==> src/rtl/sccb_config.sv <==
// SCCB write master for OV7670 register setup: walks a (reg, value) table from
// an external ROM and emits one 3-phase write per entry, with delay and end markers.
module sccb_config #(
   parameter int unsigned QUARTER      = 163,
   parameter logic [7:0]  CAM_ID       = 8'h42,
   parameter int unsigned DELAY_CYCLES = 65000
) (
   input  logic        clk_in,
   input  logic        rst_in,
   input  logic        start_in,
   output logic [7:0]  rom_addr_out,
   input  logic [15:0] rom_data_in,
   output logic        sioc_out,
   output logic        siod_out,
   output logic        siod_oe_out,
   output logic        busy_out,
   output logic        done_out,
   output logic [7:0]  count_out
);

   localparam int unsigned QW = (QUARTER > 1) ? $clog2(QUARTER) : 1;
   localparam int unsigned DW = (DELAY_CYCLES > 1) ? $clog2(DELAY_CYCLES) : 1;
   localparam logic [QW-1:0] QLAST = QW'(QUARTER - 1);
   localparam logic [DW-1:0] DLAST = DW'(DELAY_CYCLES - 1);

   typedef enum logic [3:0] {
      StIdle, StFetch, StCheck, StStart, StByte, StStop, StGap, StDelay, StDone
   } state_t;

   state_t        state_q, state_d;
   logic [QW-1:0] qcnt_q, qcnt_d;
   logic [1:0]    qidx_q, qidx_d;
   logic [4:0]    bit_q, bit_d;
   logic [26:0]   shreg_q, shreg_d;
   logic [DW-1:0] dcnt_q, dcnt_d;
   logic [7:0]    addr_q, addr_d;
   logic [7:0]    count_q, count_d;
   logic          qtick;

   assign qtick        = (qcnt_q == QLAST);
   assign rom_addr_out = addr_q;
   assign count_out    = count_q;

   always_ff @(posedge clk_in) begin
      if (rst_in) begin
         state_q <= StIdle;
         qcnt_q  <= '0;
         qidx_q  <= '0;
         bit_q   <= '0;
         shreg_q <= '0;
         dcnt_q  <= '0;
         addr_q  <= '0;
         count_q <= '0;
      end else begin
         state_q <= state_d;
         qcnt_q  <= qcnt_d;
         qidx_q  <= qidx_d;
         bit_q   <= bit_d;
         shreg_q <= shreg_d;
         dcnt_q  <= dcnt_d;
         addr_q  <= addr_d;
         count_q <= count_d;
      end
   end

   always_comb begin
      state_d     = state_q;
      qcnt_d      = qtick ? '0 : qcnt_q + QW'(1);
      qidx_d      = qidx_q;
      bit_d       = bit_q;
      shreg_d     = shreg_q;
      dcnt_d      = dcnt_q;
      addr_d      = addr_q;
      count_d     = count_q;
      sioc_out    = 1'b1;
      siod_out    = 1'b1;
      siod_oe_out = 1'b1;
      busy_out    = 1'b1;
      done_out    = 1'b0;
      unique case (state_q)
         StIdle, StDone: begin
            busy_out = 1'b0;
            done_out = (state_q == StDone);
            if (start_in) begin
               count_d = '0;
               addr_d  = '0;
               state_d = StFetch;
            end
         end
         StFetch: state_d = StCheck;
         StCheck: begin
            if (rom_data_in == 16'hFFFF) begin
               state_d = StDone;
            end else if (rom_data_in[15:8] == 8'hF0) begin
               dcnt_d  = '0;
               state_d = StDelay;
            end else begin
               // Ninth bit of each phase is a released ACK slot; its value is unused.
               shreg_d = {CAM_ID, 1'b1, rom_data_in[15:8], 1'b1, rom_data_in[7:0], 1'b1};
               qcnt_d  = '0;
               qidx_d  = '0;
               state_d = StStart;
            end
         end
         StStart: begin
            sioc_out = (qidx_q == 2'd0);
            siod_out = 1'b0;
            if (qtick) begin
               qidx_d = qidx_q + 2'd1;
               if (qidx_q == 2'd1) begin
                  qidx_d  = '0;
                  bit_d   = '0;
                  state_d = StByte;
               end
            end
         end
         StByte: begin
            sioc_out    = (qidx_q == 2'd1) || (qidx_q == 2'd2);
            siod_out    = shreg_q[26];
            siod_oe_out = !((bit_q == 5'd8) || (bit_q == 5'd17) || (bit_q == 5'd26));
            if (qtick) begin
               qidx_d = qidx_q + 2'd1;
               if (qidx_q == 2'd3) begin
                  shreg_d = {shreg_q[25:0], 1'b0};
                  bit_d   = bit_q + 5'd1;
                  if (bit_q == 5'd26) state_d = StStop;
               end
            end
         end
         StStop: begin
            sioc_out = (qidx_q != 2'd0);
            siod_out = (qidx_q == 2'd2);
            if (qtick) begin
               qidx_d = qidx_q + 2'd1;
               if (qidx_q == 2'd2) begin
                  qidx_d  = '0;
                  state_d = StGap;
               end
            end
         end
         StGap: begin
            if (qtick) begin
               qidx_d = qidx_q + 2'd1;
               if (qidx_q == 2'd3) begin
                  count_d = count_q + 8'd1;
                  if (addr_q == 8'hFF) begin
                     state_d = StDone;
                  end else begin
                     addr_d  = addr_q + 8'd1;
                     state_d = StFetch;
                  end
               end
            end
         end
         StDelay: begin
            dcnt_d = dcnt_q + DW'(1);
            if (dcnt_q == DLAST) begin
               if (addr_q == 8'hFF) begin
                  state_d = StDone;
               end else begin
                  addr_d  = addr_q + 8'd1;
                  state_d = StFetch;
               end
            end
         end
         default: state_d = StIdle;
      endcase
   end

endmodule

==> config.mk <==
export PLATFORM = sky130hd
export DESIGN_NAME = sccb_config
export DESIGN_NICKNAME = d
export VERILOG_FILES = /design/src/rtl/sccb_config.sv
export SDC_FILE = /design/constraint.sdc
export NUM_CORES = 1
export LEC_CHECK = 0
export ABC_AREA = 1
export ABC_CLOCK_PERIOD_IN_PS = 3300
export BUFFER_PORTS_ARGS = -buffer_cell sky130_fd_sc_hd__buf_2
export CORE_UTILIZATION = 50
export CTS_CLUSTER_DIAMETER = 50
export DETAILED_ROUTE_END_ITERATION = 16
export PLACE_DENSITY = 0.76
export SETUP_SLACK_MARGIN = 0.4
export SLEW_MARGIN = 20
export SYNTH_ARGS = -nofsm -noshare
export SYNTH_HDL_FRONTEND = slang
export SYNTH_SLANG_ARGS = --single-unit
==> constraint.sdc <==
create_clock -name clk_in -period 3.3 [get_ports clk_in]
set_clock_uncertainty 0.2 [all_clocks]
set_input_delay 0.33 -clock clk_in [delete_from_list [all_inputs] [get_ports clk_in]]
set_output_delay 0.33 -clock clk_in [all_outputs]
set_load 0.02 [all_outputs]
==> flow_summary.ini, run 1 <==
[logic_synthesis]
synth_area_um2 = 4550
yosys_warnings = 0
synth.top_cell.area_share_pct = 34.3
synth_xor_area_share_pct = 2.50
yosys_register_bits = 78
synthTopCellsByArea = dfxtp_1 (34%), nand2_1 (17%), nor2_1 (12%)
synth_cell_types = 36
synth_fp_nets = 766
synth_compound_area_share_pct = 8.94
ys_top_cells_by_count = nand2_1 (208), nor2_1 (140), inv_1 (91), dfxtp_1 (78), nand3_1 (39)
async_flop_share_pct = 0
ys_seq_area_share_pct = 34.3
synthFlopType = dfxtp_1
synth_fa_ha_area_share_pct = 4.40
yosysMostFrequentCell = nand2_1
synth_edf_count = 0
yosys.area.top_type = dfxtp_1
synth_top_family_by_area = simple AND/OR/NAND/NOR gates
synth_mux_area_share_pct = 0
syn_area_per_cell_um2 = 6.22
synth-simple-area-share_pct = 39.5
syn_inst = 731

[global_routing]
met3_usage_pct = 4.46
grt_pass1_wl_mm = 16.6
grt-busiest-layer = met2
grt_max_degree = 47
grt_pass1_vias = 3949
grt_use_met2_pct = 35.4
grt_use_total_pct = 20.9
antenna_found_initial = 0
globalRouteOverflowTotal = 0
use_met1_pct = 26.5

[clock_tree]
clockBufferDepth = 2
postCtsSetupRepairBufs = 0
tritoncts = done
clock_sinks = 78
cts_max_level = 3
cts_resized = 0
cts_buffers = 9
clk_pin_slew_ns = 0.08
clk_latency_ns = 0.35
hold_buffers = 0
cts-root-buf = clkbuf_8

[route]
drt_pass1_iterations = 4
drt_iter0_drc = 202
final_antenna_net_count = 0
drc_errors = 0
totalWireLength_mm = 9.55
wl_per_cell_um = 10.9
via_per_inst = 4.96
vias = 4362

[worst_setup_path]
start_kind = register
worst-r2r-setup-slack_ns = 1.06
required_ns = 2.77
critPathMaxStageDelay_ns = 0.39
slowest_stage = dfxtp_1
cp.arrival_ns = 2.04
cp-end-kind = primary output
path_cells = inv_1 -> nor2_2 -> nand2_1 -> nand3_1 -> o221ai_1 -> buf_2
critical_path_class = reg -> out
cp_num_buf_inv = 2
crit_family = simple AND/OR/NAND/NOR gates
cp_max_fo = 14

[final_layout]
drive_above_1_share_pct = 10.8
nNetsFinal = 802
fin_cells = 879
final_area_um2 = 4990
syn_to_final_growth_pct = 9.79
diodes = 0
num-fill-cells = 868

[floorplan]
die_area_um2 = 9480
core_area_um2 = 8760
rows = 34
initial_core_util_pct = 51.9
die_h_um = 97.4
num_io_pins = 40
dieWidth_um = 97.4

[timing]
setup_viol = 0
drv_slew = 0
finalCritPeriodShare_pct = 77.8
slew_headroom_pct = 62.9
whs_ns = 0.136
worst_slew_pin_slew_ns = 0.554
period_needed_ns = 2.57
finalSetupTns_ns = 0
hold_viol_final = 0
rsz0062_at_grt = no
max_freq_ghz = 0.389

[placement]
gp_congestion = 0.866
portBuffers = 39
placedCellCount = 864
dpl_cell_area_um2 = 4810
hpwl_mm = 7.02

[power]
p_comb_share_pct = 41.5
p_per_area_nw_per_um2 = 682
sw_frac_of_total_pct = 41.8
intPower_uw = 1980
power.share.sequential_pct = 38.0
p_switching_uw = 1430
clockPowerShare_pct = 20.5
leakage_uw = 0.00241
vdd_drop_max_mv = 0.369

[min_path]
hold_path_class = in -> reg

[flow_run]
maxCapViolations = 0

[run_status]
status = finished clean
## state kept, by name (all words and copies together), names as in the netlist
name / count
qcnt_q: 8
dcnt_q: 16
count_out: 8
shreg_q: 27
qidx_q: 2
bit_q: 5
rom_addr_out: 8
state_q: 4
## metrics by stage
stage          power, uW  util [%]  setup WS [ns]
2_1_floorplan       2440         -           1.44
3_3_place_gp        2660      54.8           1.15
3_5_place_dp        2720      54.8           1.06
4_1_cts             3430      57.0          0.737
5_1_grt             3720      57.0          0.632
6_report            3410      57.0          0.732
## layout by cell type (no fill, tap or decap), drive strengths merged, types with 2 or more instances in the layout
master,netlist,final
inv,99,99
nand2,214,214
nor3,10,10
o221ai,2,2
dfxtp,78,78
o21ai,33,33
clkinv,0,2
and2,2,2
nand4,11,11
a21oi,35,35
clkbuf,11,11
buf,6,42
or2,6,6
nand3,41,41
o21a,2,2
nor3b,3,3
ha,16,16
nor2,144,144
xor2,11,11
xnor2,2,2
## layout make-up
class	instances	area [um^2]	area share, %
clock buffer	11	141	2.83
clock inverter	4	47.5	0.952
inverter	99	372	7.44
multi-input combinational	537	2520	50.5
sequential	78	1560	31.3
tap	108	135	2.71
timing repair buffer	42	218	4.36
## path summary, 6_finish.rpt
path | from | end | depth (start not counted)
max | state_q[2]$_SDFFE_PP0P_ | siod_out | 6
min | rom_data_in[4] | shreg_q[5]$_SDFFE_PP0P_ | 5
max reg2reg | state_q[2]$_SDFFE_PP0P_ | shreg_q[1]$_SDFFE_PP0P_ | 7
min reg2reg | shreg_q[0]$_SDFFE_PP0P_ | shreg_q[0]$_SDFFE_PP0P_ | 2
## metal layers
layer	wire, um	up-vias	share of wire (%)
met1	4720	1948	49
met2	4390	73	46
li1	-	2334	-
met4	101	0	1.1
met3	341	7	3.6
met5	0	-	0
## cell families after synthesis
kind of cell    count (synthesis)
simple gates                  432
buf+inv                       116
flops                          78
compound gates                 76
fa+ha+maj                      16
xor+xnor                       13
## power groups by stage
stage               Sequential, uW  Clock, uW  Combinational [uW]
floorplan                     1320          0                1120
global placement              1310          0                1350
detailed placement            1320          0                1400
CTS                           1300        716                1410
global route                  1320        756                1640
finish                        1300        699                1410
## worst reg2reg max path: stages (launching register included)
cell and delay (ns):
dfxtp_1 0.39, inv_1 0.09, nor2_2 0.19, nand2_1 0.36, nand2_1 0.31, nand2_4 0.29, nor2_1 0.23, nor2_1 0.07
(Power assumes the default switching activity.)
==> run 2: changes to the inputs <==
Settings changed: ABC_CLOCK_PERIOD_IN_PS 3300 to 2200, PLACE_DENSITY 0.76 to 0.78.
Clock period 3.3 ns to 2.2 ns, I/O delays scaled along.
==> run 2 against run 1 <==
Utilization is 8.2 points higher. Sequential cell count did not move. Combinational power increased by 110%. Cell area grew 14%. Critical path depth is the same. Critical path type unchanged. Critical endpoint unchanged. Largest power group unchanged.
==> flow_summary.ini, run 2 (synthesis gave the netlist of run 1 again) <==
[run_status]
status = finished clean

[final_layout]
fin_cells = 916
diodes = 0
ff_latch_area_um2 = 1590
multi_input_area_um2 = 2840
largest_reg_flops = 27
syn_to_final_growth_pct = 25.6
num-fill-cells = 733
nNetsFinal = 839
final_cell_mix = nand2_1 (192), nor2_1 (125), inv_1 (84)
drive_above_1_share_pct = 23.0
top_regs = shreg_q x27, dcnt_q x16
final_area_um2 = 5710
final_common_cell = nand2_1
top_register = shreg_q

[route]
drc_errors = 0
drt_pass1_iterations = 5
final_antenna_net_count = 0
via_per_inst = 5.20
totalWireLength_mm = 11.5
wl_per_cell_um = 12.5
drt_iter0_drc = 263
vias = 4765

[timing]
rsz0062_at_grt = yes
period_needed_ns = 1.98
max_freq_ghz = 0.505
hold_viol_final = 0
setup_viol = 0
finalSetupTns_ns = 0
finalCritPeriodShare_pct = 90.0
slew_headroom_pct = 72.1
whs_ns = 0.0133
drv_slew = 0
worst_slew_pin_slew_ns = 0.416

[clock_tree]
cts_buffers = 9
clock_sinks = 78
cts-root-buf = clkbuf_8
tritoncts = done
clk_latency_ns = 0.35
clk_pin_slew_ns = 0.08
clockBufferDepth = 2
cts_max_level = 3

[power]
vdd_drop_max_mv = 0.594
p_per_area_nw_per_um2 = 1080
leakage_uw = 0.00272

[flow_run]
maxCapViolations = 0

[global_routing]
grt_max_degree = 27
globalRouteOverflowTotal = 0
grt_use_total_pct = 24.1
antenna_found_initial = 0
grt_pass1_wl_mm = 19.0
grt_pass1_vias = 4424

[floorplan]
num_io_pins = 40
rows = 34
die_h_um = 97.4
initial_core_util_pct = 51.9
core_area_um2 = 8760
die_area_um2 = 9480
dieWidth_um = 97.4

[min_path]
hold_path_class = in -> reg
min_from = rom_data_in[3]

[worst_setup_path]
startpoint = state_q[2]$_SDFFE_PP0P_
r2r_start = state_q[2]$_SDFFE_PP0P_
critical_path_class = reg -> out
cp.arrival_ns = 1.56
cp-end-kind = primary output
cp_max_fo = 5
start_kind = register
required_ns = 1.78

[placement]
placedCellCount = 870
gp_congestion = 0.905
hpwl_mm = 6.93
portBuffers = 39
dpl_cell_area_um2 = 4850
==> run 2: what timing repair did <==
item / in CTS / in global routing
cloned: 4 / 1
setup buffers: 19 / 7
hold buffers: 0 / 0
endpoints found under the setup margin: 57 / 70
resized for setup: 75 / 35
pin swaps: 18 / 13
==> run 2: per-layer routing <==
layer  part of all wire (%)  global-route usage, %
met5                      0                      0
met4                    2.3                   8.60
met3                    4.8                   6.33
met2                     49                   42.1
met1                     44                   28.4
==> run 2: power by group <==
group          total (uW)  switching [uW]  leakage, uW  internal (uW)
combinational        2970            1850      0.00197           1130
sequential           1990             221     0.000641           1770
clock                1210             514     0.000109            696
==> run 2: final timing paths <==
kind / depth (start not counted) / end / slack, ns
hold / removal: 5 / shreg_q[4]$_SDFFE_PP0P_ / 0.01
setup / recovery: 6 / siod_out / 0.22
hold reg to reg: 1 / dcnt_q[0]$_SDFFE_PP0P_ / 0.25
setup reg to reg: 9 / rom_addr_out[2]$_SDFFE_PP0P_ / 0.29
==> run 2: area by class of cell <==
cell class	count	share of cell area, %
clock buffer	12	2.72
clock inverter	3	1.18
timing repair buffer	75	9.68
inverter	99	6.59
sequential	78	27.8
multi-input combinational	541	49.6
tap	108	2.36
==> run 2: metrics by stage <==
| stage | util (%) | worst slack (ns) | total power, uW |
|---|---|---|---|
| 2_1_floorplan | - | 0.401 | 3670 |
| 3_3_place_gp | 55.4 | 0.117 | 3990 |
| 3_5_place_dp | 55.4 | 0.0728 | 4070 |
| 4_1_cts | 63.2 | 0.270 | 5950 |
| 5_1_grt | 65.2 | 0.179 | 6630 |
| 6_report | 65.2 | 0.220 | 6170 |
==> run 2: worst max-delay path, cell delays in order, from the launching register on <==
cell and delay, ns:
dfxtp_4 0.38, inv_2 0.05, nor2_4 0.18, nand2_4 0.12, buf_12 0.15, o221ai_4 0.17
buf_6 0.15
==> run 3: changes to the inputs <==
Settings changed: CTS_BUF_LIST from default to sky130_fd_sc_hd__clkbuf_2, CTS_CLUSTER_DIAMETER 50 to 100.
==> run 3 against run 2 <==
Global-route usage rose by 1.9 points. Cell area is 6.8% higher. Sequential cell count unchanged. Combinational power grew 16%. Via count up 6.9%. Utilization rose by 4.4 points. Hold slack better by 0.036 ns.
==> flow_summary.ini, run 3 (synthesis gave the netlist of run 1 again) <==
[timing]
period_needed_ns = 2.15
max_freq_ghz = 0.465
worst_slew_pin_slew_ns = 0.522
drv_slew = 0
finalCritPeriodShare_pct = 97.8
rsz0062_at_grt = yes
hold_viol_final = 0
finalWorstSetupSlack_ns = 0.0480
setup_viol = 0
slew_headroom_pct = 65.1

[final_layout]
drive_above_1_share_pct = 27.3
final_cell_mix = nand2_1 (185), nor2_1 (117), inv_1 (81)
top_regs = shreg_q x27, dcnt_q x16
diodes = 0
final_util_pct = 69.6
final_common_cell = nand2_1
largest_reg_flops = 27
top_register = shreg_q
syn_to_final_growth_pct = 34.1
nNetsFinal = 871

[clock_tree]
clk_latency_ns = 0.53
clk_pin_slew_ns = 0.22
clock_sinks = 78
cts_buffers = 9
clockBufferDepth = 2
cts_max_level = 3
cts-root-buf = clkbuf_2
tritoncts = done

[power]
vdd_drop_max_mv = 0.709
p_per_area_nw_per_um2 = 1030
leakage_uw = 0.00284

[route]
drc_errors = 0
wl_per_cell_um = 13.8
vias = 5094
drt_iter0_drc = 352
drt_pass1_iterations = 5
via_per_inst = 5.37
final_antenna_net_count = 0
totalWireLength_mm = 13.0

[worst_setup_path]
cp-end-kind = primary output
cp_max_fo = 4
required_ns = 1.78
critPathMaxStageDelay_ns = 0.43
critical_path_class = reg -> out
cp.arrival_ns = 1.73
slowest_stage = dfxtp_4
start_kind = register
path_cells = inv_4 -> nor2_4 -> nand2_4 -> buf_12 -> o221ai_2 -> buf_6

[global_routing]
grt_pass1_wl_mm = 20.3
grt_use_met2_pct = 46.9
antenna_found_initial = 0
grt_max_degree = 27
grt_use_total_pct = 26.1
use_met1_pct = 29.1
globalRouteOverflowTotal = 0
grt-busiest-layer = met2
met3_usage_pct = 6.55
grt_pass1_vias = 4692

[placement]
portBuffers = 39
hpwl_mm = 6.93
gp_congestion = 0.905
dpl_worst_slack_ns = 0.0728

[flow_run]
maxCapViolations = 0

[floorplan]
die_h_um = 97.4
num_io_pins = 40
die_area_um2 = 9480
rows = 34
dieWidth_um = 97.4
initial_core_util_pct = 51.9
core_area_um2 = 8760

[run_status]
status = finished clean

[min_path]
hold_path_class = in -> reg
[run 3: changes by cell type in the layout (fill, tap and decap cells not counted), sizes merged]
cell / delta
dlygate4sd3: +17
buf: +13
nand4: +1
clkinv: +2
clkbuf: -2
nand2: +1
[run 3: stage by stage]
step           power, uW  setup TNS (ns)  hold WS (ns)  area (um^2)  instances
6_report            6300               0        0.0490         6100        948
5_1_grt             6740         -0.0560        0.0569         6100        948
4_1_cts             5850               0       0.00922         5820        940
3_5_place_dp        4070               0         0.253         4850        870
3_3_place_gp        3990               0         0.245         4850        870
2_1_floorplan       3670               0         0.222         4550        731
[run 3: worst paths after layout]
check        slack, ns               startpoint                   endpoint  cells after the start
min               0.05                 start_in  count_out[0]$_SDFFE_PP0P_                      5
max reg2reg       0.14  state_q[2]$_SDFFE_PP0P_    state_q[3]$_SDFFE_PP0P_                     11
min reg2reg       0.28  shreg_q[0]$_SDFFE_PP0P_    shreg_q[0]$_SDFFE_PP0P_                      2
max               0.05  state_q[2]$_SDFFE_PP0P_                   siod_out                      6
[run 3: area by class of cell]
class                   instances  area (um^2)
clock inverters                 5         75.1
fillers                       662         2660
well taps                     108          135
inverters                      99          382
repair buffers                105          836
clock buffers                  10         50.0
flip-flops and latches         78         1600
multi-input cells             543         3030
[run 3: metal layers]
metal | share of wire (%) | wire [um] | up-vias
li1 | - | - | 2497
met1 | 41 | 5290 | 2330
met2 | 50 | 6510 | 205
met3 | 5.8 | 753 | 62
met4 | 3.8 | 493 | 0
met5 | 0 | 0 | -
[run 3: timing repair]
| action | CTS | global route |
|---|---|---|
| cloned | 7 | 0 |
| endpoints found under the setup margin | 60 | 77 |
| resized for setup | 95 | 72 |
| endpoints found under the hold margin | 37 | 0 |
| setup buffers | 31 | 8 |
| hold buffers | 17 | 0 |
| pin swaps | 26 | 24 |
[run 3: where the power goes]
group	total [uW]	switching (uW)	internal, uW
sequential	2000	225	1770
clock	859	492	367
combinational	3440	2110	1330
[run 3: worst max-delay path, delay by kind of cell (launching register included)]
kind / cells / cell delay [ns]
DFF: 1 / 0.43
buffers and inverters: 3 / 0.34
and+or+nand+nor: 2 / 0.26
AOI/OAI and AO/OA: 1 / 0.18
